## config.mk

```make
export PLATFORM = sky130hd
export DESIGN_NAME = alu_control_fsm_flat
export DESIGN_NICKNAME = d
export VERILOG_FILES = /design/src/rtl/alu_control_fsm_if.sv /design/src/rtl/alu_control_fsm.sv /design/src/flat_wrapper.sv
export SDC_FILE = /design/constraint.sdc
export NUM_CORES = 2
export LEC_CHECK = 0
export BUFFER_PORTS_ARGS = -buffer_cell sky130_fd_sc_hd__buf_2
export CAP_MARGIN = 20
export CORE_ASPECT_RATIO = 0.8
export CORE_UTILIZATION = 48
export CTS_CLUSTER_DIAMETER = 40
export CTS_CLUSTER_SIZE = 28
export DETAILED_ROUTE_END_ITERATION = 16
export PLACE_DENSITY_LB_ADDON = 0.2
export SYNTH_ARGS = -nofsm -noshare
export SYNTH_HDL_FRONTEND = slang
export SYNTH_SLANG_ARGS = --single-unit
```

## constraint.sdc

```tcl
create_clock -name clk -period 4.4 [get_ports clk]
set_input_delay 0.44 -clock clk [delete_from_list [all_inputs] [get_ports clk]]
set_output_delay 0.44 -clock clk [all_outputs]
set_load 0.005 [all_outputs]
```

## src/rtl/alu_control_fsm_if.sv

```systemverilog
// Bundle for the instruction handshake, the ALU operand/result path, the register-file
// write-back strobes and the debug read port of alu_control_fsm.
interface alu_control_fsm_if #(
    parameter int DW = 32
);
    logic          instr_valid;
    logic [31:0]   instr;
    logic          instr_ready;
    logic [2:0]    AluOp;
    logic [DW-1:0] Ope1;
    logic [DW-1:0] Ope2;
    logic [DW-1:0] Resultado;
    logic          wr_en;
    logic [4:0]    wr_addr;
    logic [DW-1:0] wr_data;
    logic          done;
    logic          illegal;
    logic [4:0]    dbg_addr;
    logic [DW-1:0] dbg_data;

    // The master is the instruction source plus the ALU.
    modport master (
        output instr_valid, instr, Resultado, dbg_addr,
        input  instr_ready, AluOp, Ope1, Ope2, wr_en, wr_addr, wr_data,
               done, illegal, dbg_data
    );

    modport slave (
        input  instr_valid, instr, Resultado, dbg_addr,
        output instr_ready, AluOp, Ope1, Ope2, wr_en, wr_addr, wr_data,
               done, illegal, dbg_data
    );
endinterface

```

## src/rtl/alu_control_fsm.sv

```systemverilog
// Four-state sequencer (IDLE/DECODE/EXEC/WB): decodes one MIPS R/I instruction,
// drives the external ALU, captures its result and writes it back to a 32x32 register file.
module alu_control_fsm #(
    parameter int DW = 32
) (
    input  logic              clk,
    input  logic              rst_n,
    alu_control_fsm_if.slave  bus
);
    typedef enum logic [1:0] {S_IDLE, S_DECODE, S_EXEC, S_WB} state_t;

    state_t        state_q, state_d;
    logic [31:0]   instr_q, instr_d;
    logic [2:0]    aluop_q, aluop_d;
    logic [DW-1:0] ope1_q, ope1_d;
    logic [DW-1:0] ope2_q, ope2_d;
    logic [DW-1:0] result_q, result_d;
    logic [4:0]    dest_q, dest_d;
    logic          illegal_q, illegal_d;
    logic [DW-1:0] regs_q [32];
    logic [DW-1:0] regs_d [32];

    logic [5:0]    opcode, funct;
    logic [4:0]    rs, rt, rd;
    logic [15:0]   imm;
    logic [DW-1:0] rs_val, rt_val;
    logic          dec_legal;
    logic [2:0]    dec_aluop;
    logic [DW-1:0] dec_ope1, dec_ope2;
    logic [4:0]    dec_dest;
    logic          wb_we;

    assign opcode = instr_q[31:26];
    assign rs     = instr_q[25:21];
    assign rt     = instr_q[20:16];
    assign rd     = instr_q[15:11];
    assign imm    = instr_q[15:0];
    assign funct  = instr_q[5:0];

    // R0 never gets written, so its storage reads as zero without a special case.
    assign rs_val = regs_q[rs];
    assign rt_val = regs_q[rt];

    always_comb begin
        dec_legal = 1'b1;
        dec_aluop = 3'b000;
        dec_ope1  = rs_val;
        dec_ope2  = rt_val;
        dec_dest  = rd;
        case (opcode)
            6'b000000: begin
                case (funct)
                    6'b100100: dec_aluop = 3'b000;
                    6'b100101: dec_aluop = 3'b001;
                    6'b100000: dec_aluop = 3'b010;
                    6'b100010: dec_aluop = 3'b110;
                    6'b101011: begin
                        // ALU computes Ope1 > Ope2, so swapping gives rs < rt.
                        dec_aluop = 3'b111;
                        dec_ope1  = rt_val;
                        dec_ope2  = rs_val;
                    end
                    default:   dec_legal = 1'b0;
                endcase
            end
            6'b001000: begin
                dec_aluop = 3'b010;
                dec_ope2  = {{(DW-16){imm[15]}}, imm};
                dec_dest  = rt;
            end
            6'b001100: begin
                dec_aluop = 3'b000;
                dec_ope2  = {{(DW-16){1'b0}}, imm};
                dec_dest  = rt;
            end
            6'b001101: begin
                dec_aluop = 3'b001;
                dec_ope2  = {{(DW-16){1'b0}}, imm};
                dec_dest  = rt;
            end
            default: dec_legal = 1'b0;
        endcase
    end

    // State register
    always_ff @(posedge clk) begin
        if (!rst_n) state_q <= S_IDLE;
        else        state_q <= state_d;
    end

    // Next-state logic
    always_comb begin
        state_d = state_q;
        case (state_q)
            S_IDLE:   if (bus.instr_valid) state_d = S_DECODE;
            S_DECODE: state_d = dec_legal ? S_EXEC : S_IDLE;
            S_EXEC:   state_d = S_WB;
            S_WB:     state_d = S_IDLE;
            default:  state_d = S_IDLE;
        endcase
    end

    // Output logic
    always_comb begin
        bus.instr_ready = (state_q == S_IDLE);
        bus.done        = (state_q == S_WB);
        wb_we           = (state_q == S_WB) && (dest_q != 5'd0);
        bus.wr_en       = wb_we;
    end

    always_comb begin
        instr_d   = instr_q;
        aluop_d   = aluop_q;
        ope1_d    = ope1_q;
        ope2_d    = ope2_q;
        dest_d    = dest_q;
        result_d  = result_q;
        illegal_d = 1'b0;
        if (state_q == S_IDLE && bus.instr_valid) instr_d = bus.instr;
        if (state_q == S_DECODE) begin
            if (dec_legal) begin
                aluop_d = dec_aluop;
                ope1_d  = dec_ope1;
                ope2_d  = dec_ope2;
                dest_d  = dec_dest;
            end else begin
                illegal_d = 1'b1;
            end
        end
        if (state_q == S_EXEC) result_d = bus.Resultado;
    end

    always_ff @(posedge clk) begin
        if (!rst_n) begin
            instr_q   <= '0;
            aluop_q   <= '0;
            ope1_q    <= '0;
            ope2_q    <= '0;
            dest_q    <= '0;
            result_q  <= '0;
            illegal_q <= 1'b0;
        end else begin
            instr_q   <= instr_d;
            aluop_q   <= aluop_d;
            ope1_q    <= ope1_d;
            ope2_q    <= ope2_d;
            dest_q    <= dest_d;
            result_q  <= result_d;
            illegal_q <= illegal_d;
        end
    end

    // Register file: cleared as a whole on reset, one write port from WB.
    for (genvar gi = 0; gi < 32; gi++) begin : g_regs
        assign regs_d[gi] = (wb_we && dest_q == 5'(gi)) ? result_q : regs_q[gi];
        always_ff @(posedge clk) begin
            if (!rst_n) regs_q[gi] <= '0;
            else        regs_q[gi] <= regs_d[gi];
        end
    end

    assign bus.AluOp    = aluop_q;
    assign bus.Ope1     = ope1_q;
    assign bus.Ope2     = ope2_q;
    assign bus.wr_addr  = dest_q;
    assign bus.wr_data  = result_q;
    assign bus.illegal  = illegal_q;
    assign bus.dbg_data = regs_q[bus.dbg_addr];
endmodule

```

## src/flat_wrapper.sv

```systemverilog
// flat-port wrapper written by rule: the top's interface ports become plain ports
module alu_control_fsm_flat 
#(
    parameter int DW = 32
)
  (clk, rst_n, bus_instr_valid, bus_instr, bus_Resultado, bus_dbg_addr, bus_instr_ready, bus_AluOp, bus_Ope1, bus_Ope2, bus_wr_en, bus_wr_addr, bus_wr_data, bus_done, bus_illegal, bus_dbg_data);
  alu_control_fsm_if #(.DW(DW)) bus_i ();
  input  logic clk;
  input  logic rst_n;
  input wire logic [$bits(bus_i.instr_valid)-1:0] bus_instr_valid;
  input wire logic [$bits(bus_i.instr)-1:0] bus_instr;
  input wire logic [$bits(bus_i.Resultado)-1:0] bus_Resultado;
  input wire logic [$bits(bus_i.dbg_addr)-1:0] bus_dbg_addr;
  output wire logic [$bits(bus_i.instr_ready)-1:0] bus_instr_ready;
  output wire logic [$bits(bus_i.AluOp)-1:0] bus_AluOp;
  output wire logic [$bits(bus_i.Ope1)-1:0] bus_Ope1;
  output wire logic [$bits(bus_i.Ope2)-1:0] bus_Ope2;
  output wire logic [$bits(bus_i.wr_en)-1:0] bus_wr_en;
  output wire logic [$bits(bus_i.wr_addr)-1:0] bus_wr_addr;
  output wire logic [$bits(bus_i.wr_data)-1:0] bus_wr_data;
  output wire logic [$bits(bus_i.done)-1:0] bus_done;
  output wire logic [$bits(bus_i.illegal)-1:0] bus_illegal;
  output wire logic [$bits(bus_i.dbg_data)-1:0] bus_dbg_data;
  assign bus_i.instr_valid = bus_instr_valid;
  assign bus_i.instr = bus_instr;
  assign bus_i.Resultado = bus_Resultado;
  assign bus_i.dbg_addr = bus_dbg_addr;
  assign bus_instr_ready = bus_i.instr_ready;
  assign bus_AluOp = bus_i.AluOp;
  assign bus_Ope1 = bus_i.Ope1;
  assign bus_Ope2 = bus_i.Ope2;
  assign bus_wr_en = bus_i.wr_en;
  assign bus_wr_addr = bus_i.wr_addr;
  assign bus_wr_data = bus_i.wr_data;
  assign bus_done = bus_i.done;
  assign bus_illegal = bus_i.illegal;
  assign bus_dbg_data = bus_i.dbg_data;
  alu_control_fsm #(.DW(DW)) u_core (.clk(clk), .rst_n(rst_n), .bus(bus_i));
endmodule
```

# [Word level (Yosys, flattened, before mapping)]
# Memory sizes are Yosys's and may differ from the RTL's. A register that Yosys moved wholly into a read port is not among the register bits.
# Cells that the tools add are included.
[op_classes] n_eq_ne=75 n_mux=83 n_bitwise=32 reduce_logical=75
[ops] operator="two-way mux 32 bit" n=67
[ops] operator="one-hot mux 32 bit (3 select lines)" n=1
[ops] operator="== test 5 bit, second input constant" n=16
[ops] operator="AND reduction 2 bit" n=34
[ops] operator="== test 5 x 4 -> 1 bit, second input constant" n=8
[ops] operator="logical AND 1 bit" n=34
[ops] operator="!= test 1 bit, second input constant" n=32
[ops] operator="OR 1 bit" n=32
[ops] operator="== test 6 bit, second input constant" n=5
[ops] operator="two-way mux 5 bit" n=5
[ops] operator="== test 5 x 3 -> 1 bit, second input constant" n=4
[ops] operator="== test 6 x 4 -> 1 bit, second input constant" n=3
[ops] operator="one-hot mux 3 bit (4 select lines)" n=1
[ops] operator="== test 5 x 2 -> 1 bit, second input constant" n=2
[ops] operator="one-hot mux 3 bit (3 select lines)" n=1
[ops] operator="one-hot mux 2 bit (4 select lines)" n=1
[ops] operator="logical NOT 6 bit" n=1
[ops] operator="== test 5 x 1 -> 1 bit, second input constant" n=1
[ops] operator="logical NOT 5 bit" n=1
[ops] operator="nonzero test 5 bit" n=1
[ops] operator="OR reduction 5 bit" n=1
[ops] operator="== test 2 bit, second input constant" n=2
[ops] operator="two-way mux 1 bit" n=4
[ops] operator="two-way mux 2 bit" n=2
[ops] operator="6 further kinds" n=6
[word_totals] register_bits=139 ramBits=1024 input_bits=72 output_inout_bits=140 wordCells=274 memories=1
[memory_table] memory="u_core.regs_q" depth=32 word_bits=32 rd=3 rd_ports_with_merged_regs=2 write_ports=32 line_no="alu_control_fsm.sv:20" text="logic [DW-1:0] regs_q [32];"

# [Depth between registers and ports, before layout]
[depth] ltp_word=6 ltp_mapped=9

# [Worst setup path after synthesis]
# OpenSTA, ideal clock, no wires.
[synth_path] path_kind="flip-flop to flip-flop" startpoint="register u_core.dest_q[2] (netlist: u_core.bus.wr_addr[2])" endpoint="memory u_core.regs_q[2][0] (enable)" setup_ns=0.466 t_arrival_ns=3.265 setup_slack_ns=0.669 stages_incl_launch_ff=6 cell_sequence="dfxtp_1 nor2_1 nand2_1 nand2_1 clkbuf_1 o21ai_0"
[synth_lines] element="start, declared" line_no="alu_control_fsm.sv:18" text="logic [4:0] dest_q, dest_d;"
[synth_lines] element="start signal, assigned" line_no="alu_control_fsm.sv:147" text="dest_q <= dest_d;"
[synth_lines] element="end, declared" line_no="alu_control_fsm.sv:20"

==> results.cfg <==
[status]
status = complete, no violations

[power_and_ir_drop]
p_switching_mw = 8.58
powerDensity_nw_per_um2 = 384
combPwrFrac_pct = 13.6
leakagePower_nw = 27.9
p_int_mw = 22.1
clkPwrFrac_pct = 44.4
p_total_mw = 30.7
seqPwrFrac_pct = 41.9
power_switching_share_pct = 28.0
ir_drop_mv = 0.379

[critical_path]
path_max_fanout = 19
path_class = flip-flop to flip-flop
worst-r2r-cell-count = 6
r2r-start = u_core.state_q[0]
required_ns = 5.05
critPathLaunchType = flip-flop
endpoint_kind = flip-flop
arrival_ns = 4.33
reg2reg_slack_ns = 0.73
r2r_end = u_core.regs_q[26][9]

[placed_design]
place.gp.congestion = 0.931
dp_hpwl_um = 174000
portBuffers = 211

[yosys]
yosys.area.top_type = edfxtp_1
ys_async_sr_fraction_pct = 0
yosys.area.top_type_share_pct = 44.6
synth_flop_cell = edfxtp_1
synth_common_cells = mux2i_1, edfxtp_1, and2_1
yosysSeqAreaShare_pct = 48.9
netlist_area_um2 = 69000
avgSynthCellArea_um2 = 12.1
synth_cells = 5696
yosysWarnings = 0
synth_most_common_cell = mux2i_1
synth_edf_count = 1024
ys_ff_latch = 1173
synth.distinct_cells = 41
synth_area_leaders = edfxtp_1, mux2i_1, mux4_2, and2_1, a22oi_1

[sta]
fmax_ghz = 0.272
fin_crit_ns = 3.67
rsz0062_at_grt = false
finalHoldViolCount = 0
min_period_over_period_pct = 83.5
tightest_slew_ns = 1.23
fin_skew_ns = 0.0392
relSlewSlack_pct = 18.0
drv_slew = 0
fin_tns_setup_ns = 0
finalSetupViolations = 0

[drt]
drc_errors = 0
drt_first_pass_iters = 6
drt_iter0_drc = 9913
postRouteAntennaNets = 0
viasPerCell = 6.97
num_vias = 54900
routed_wirelength_um = 290000
wl_per_cell_um = 36.9

[global_routing]
antenna_found_initial = 29
grt_pass1_vias = 51400
grt_max_degree = 85
grt_overflow_total = 0
track_usage_pct = 39.1
grt_pass1_wl_um = 398000

[clock_network]
cts_root_buf = clkbuf_16
insertion_delay_ns = 0.82
cts_made_buffers = 158
postCtsSetupBuffers = 0
h-tree-depth = 4
clock_path_buffers = 3
cts_num_sinks = 1173
clk_pin_slew_ns = 0.06
cts_tree = yes

[die]
start_util_pct = 48.3
design.core.area_um2 = 143000
die_y_um = 341
die_area_um2 = 145000
fp.dieW_um = 426
fp-row-count = 124
ioPinCount = 212

[worst_hold_path]
min_path_cells = 3
hold_path_class = input port to flip-flop
min_from = rst_n
hold-path-endpoint = u_core.bus.Ope2[10]

[finish]
layout.nets = 5893
area_growth_syn_to_layout_pct = 15.8
drive_gt1_share_pct = 19.7

[run]
maxCapViolations = 0
## final cells by class
cell class,instances,area [um^2]
antenna,28,70.1
clock buffer,180,4260
clock inverter,116,1270
fill,11700,62800
inverter,2,12.5
multi-input combinational,3970,33700
sequential,1173,33700
tap,1890,2360
timing repair buffer,516,4520
## worst max-delay path: stages (launching register included)
cell and delay [ns]:
dfxtp_1 0.45, nand2_1 0.27, inv_1 0.31, nand3_2 0.70
nor2_4 1.23, buf_4 0.38, and2_1 0.15
## timing repair
| action | in CTS | in global routing |
|---|---|---|
| hold buffers | 65 | 0 |
| endpoints found under the setup margin | 0 | 0 |
| gates resized for setup | 0 | 0 |
| endpoints found under the hold margin | 75 | 0 |
## kinds of logic (layout without fill, tap and decap cells)
kind of cell    count (synthesis)  count (layout)  synth area share, %
simple gates                 1636            1636                 12.8
mux                          1377            1377                 25.8
flops                        1173            1173                 48.9
compound gates                924             924                 9.00
buf+inv                       584             814                 3.49
other cells                     1              60              0.00544
xor+xnor                        1               1               0.0127
## how the worst max path moves through the flow
stage / slack [ns] / startpoint / cells after the start / to
final: 0.73 / u_core.state_q[0] / 6 / u_core.regs_q[26][9]
after detailed placement: 0.99 / u_core.state_q[0] / 6 / u_core.regs_q[26][9]
after CTS: 0.98 / u_core.state_q[0] / 6 / u_core.regs_q[26][17]
after floorplan: 0.67 / u_core.bus.wr_addr[2] / 5 / u_core.regs_q[2][0]
after global routing: 0.82 / u_core.state_q[0] / 6 / u_core.regs_q[26][9]
after global placement: 0.90 / u_core.state_q[0] / 6 / u_core.regs_q[19][10]
## power groups by stage
stage          Sequential (mW)  Combinational [mW]  Clock, mW
2_1_floorplan             12.9                2.46          0
3_3_place_gp              13.0                3.90          0
3_5_place_dp              13.1                3.94          0
4_1_cts                   12.8                4.01       13.6
5_1_grt                   12.9                4.27       14.1
6_report                  12.9                4.18       13.6
## state kept, by name, indices dropped and copies added (netlist names), named ones only
name,cells
u_core.bus.Ope2,32
u_core.instr_q,32
u_core.state_q,1
u_core.bus.AluOp,3
u_core.bus.wr_data,32
u_core.bus.Ope1,32
u_core.bus.illegal,1
u_core.bus.wr_addr,5
u_core.regs_q,1024
## routing by layer
layer / up-vias / global-route usage, % / share of wire, %
li1: 21900 / - / -
met1: 27200 / 52.1 / 37
met2: 4843 / 56.3 / 42
met3: 1002 / 12.4 / 15
met4: 8 / 21.9 / 6.2
met5: - / 0.261 / 0.038
## cells in the final DEF (no fill, tap or decap), types with 17 or more instances in the layout
master and count:
o22ai_1 128, clkinv_4 17, a31oi_1 32, o211ai_1 32, dlygate4sd3_1 65, mux4_2 320
mux2_2 32, buf_12 61, nor2_1 112, edfxtp_1 1024, and2_1 994, nand2_1 409
clkbuf_16 167, inv_6 26, o21ai_0 114, mux2i_1 1025, o21ai_4 31, a21oi_1 68
nor2_4 35, nand3_1 42, diode_2 28, dfxtp_1 147, a22oi_1 512, buf_2 206
conb_1 32, buf_4 168
## per-stage QoR
| step | area [um^2] | utilization (%) | cells | worst slack [ns] | hold slack [ns] |
|---|---|---|---|---|---|
| floorplan | 69100 | - | 5727 | 0.669 | 0.436 |
| global placement | 73300 | 51.3 | 7471 | 0.903 | 0.441 |
| detailed placement | 73400 | 51.4 | 7477 | 0.990 | 0.451 |
| CTS | 79600 | 55.8 | 7838 | 0.976 | 0.00159 |
| global route | 79800 | 55.9 | 7847 | 0.824 | 0.0671 |
| finish | 79900 | 56.0 | 7875 | 0.726 | 0.0344 |
Power figures use the tool's default switching activity.
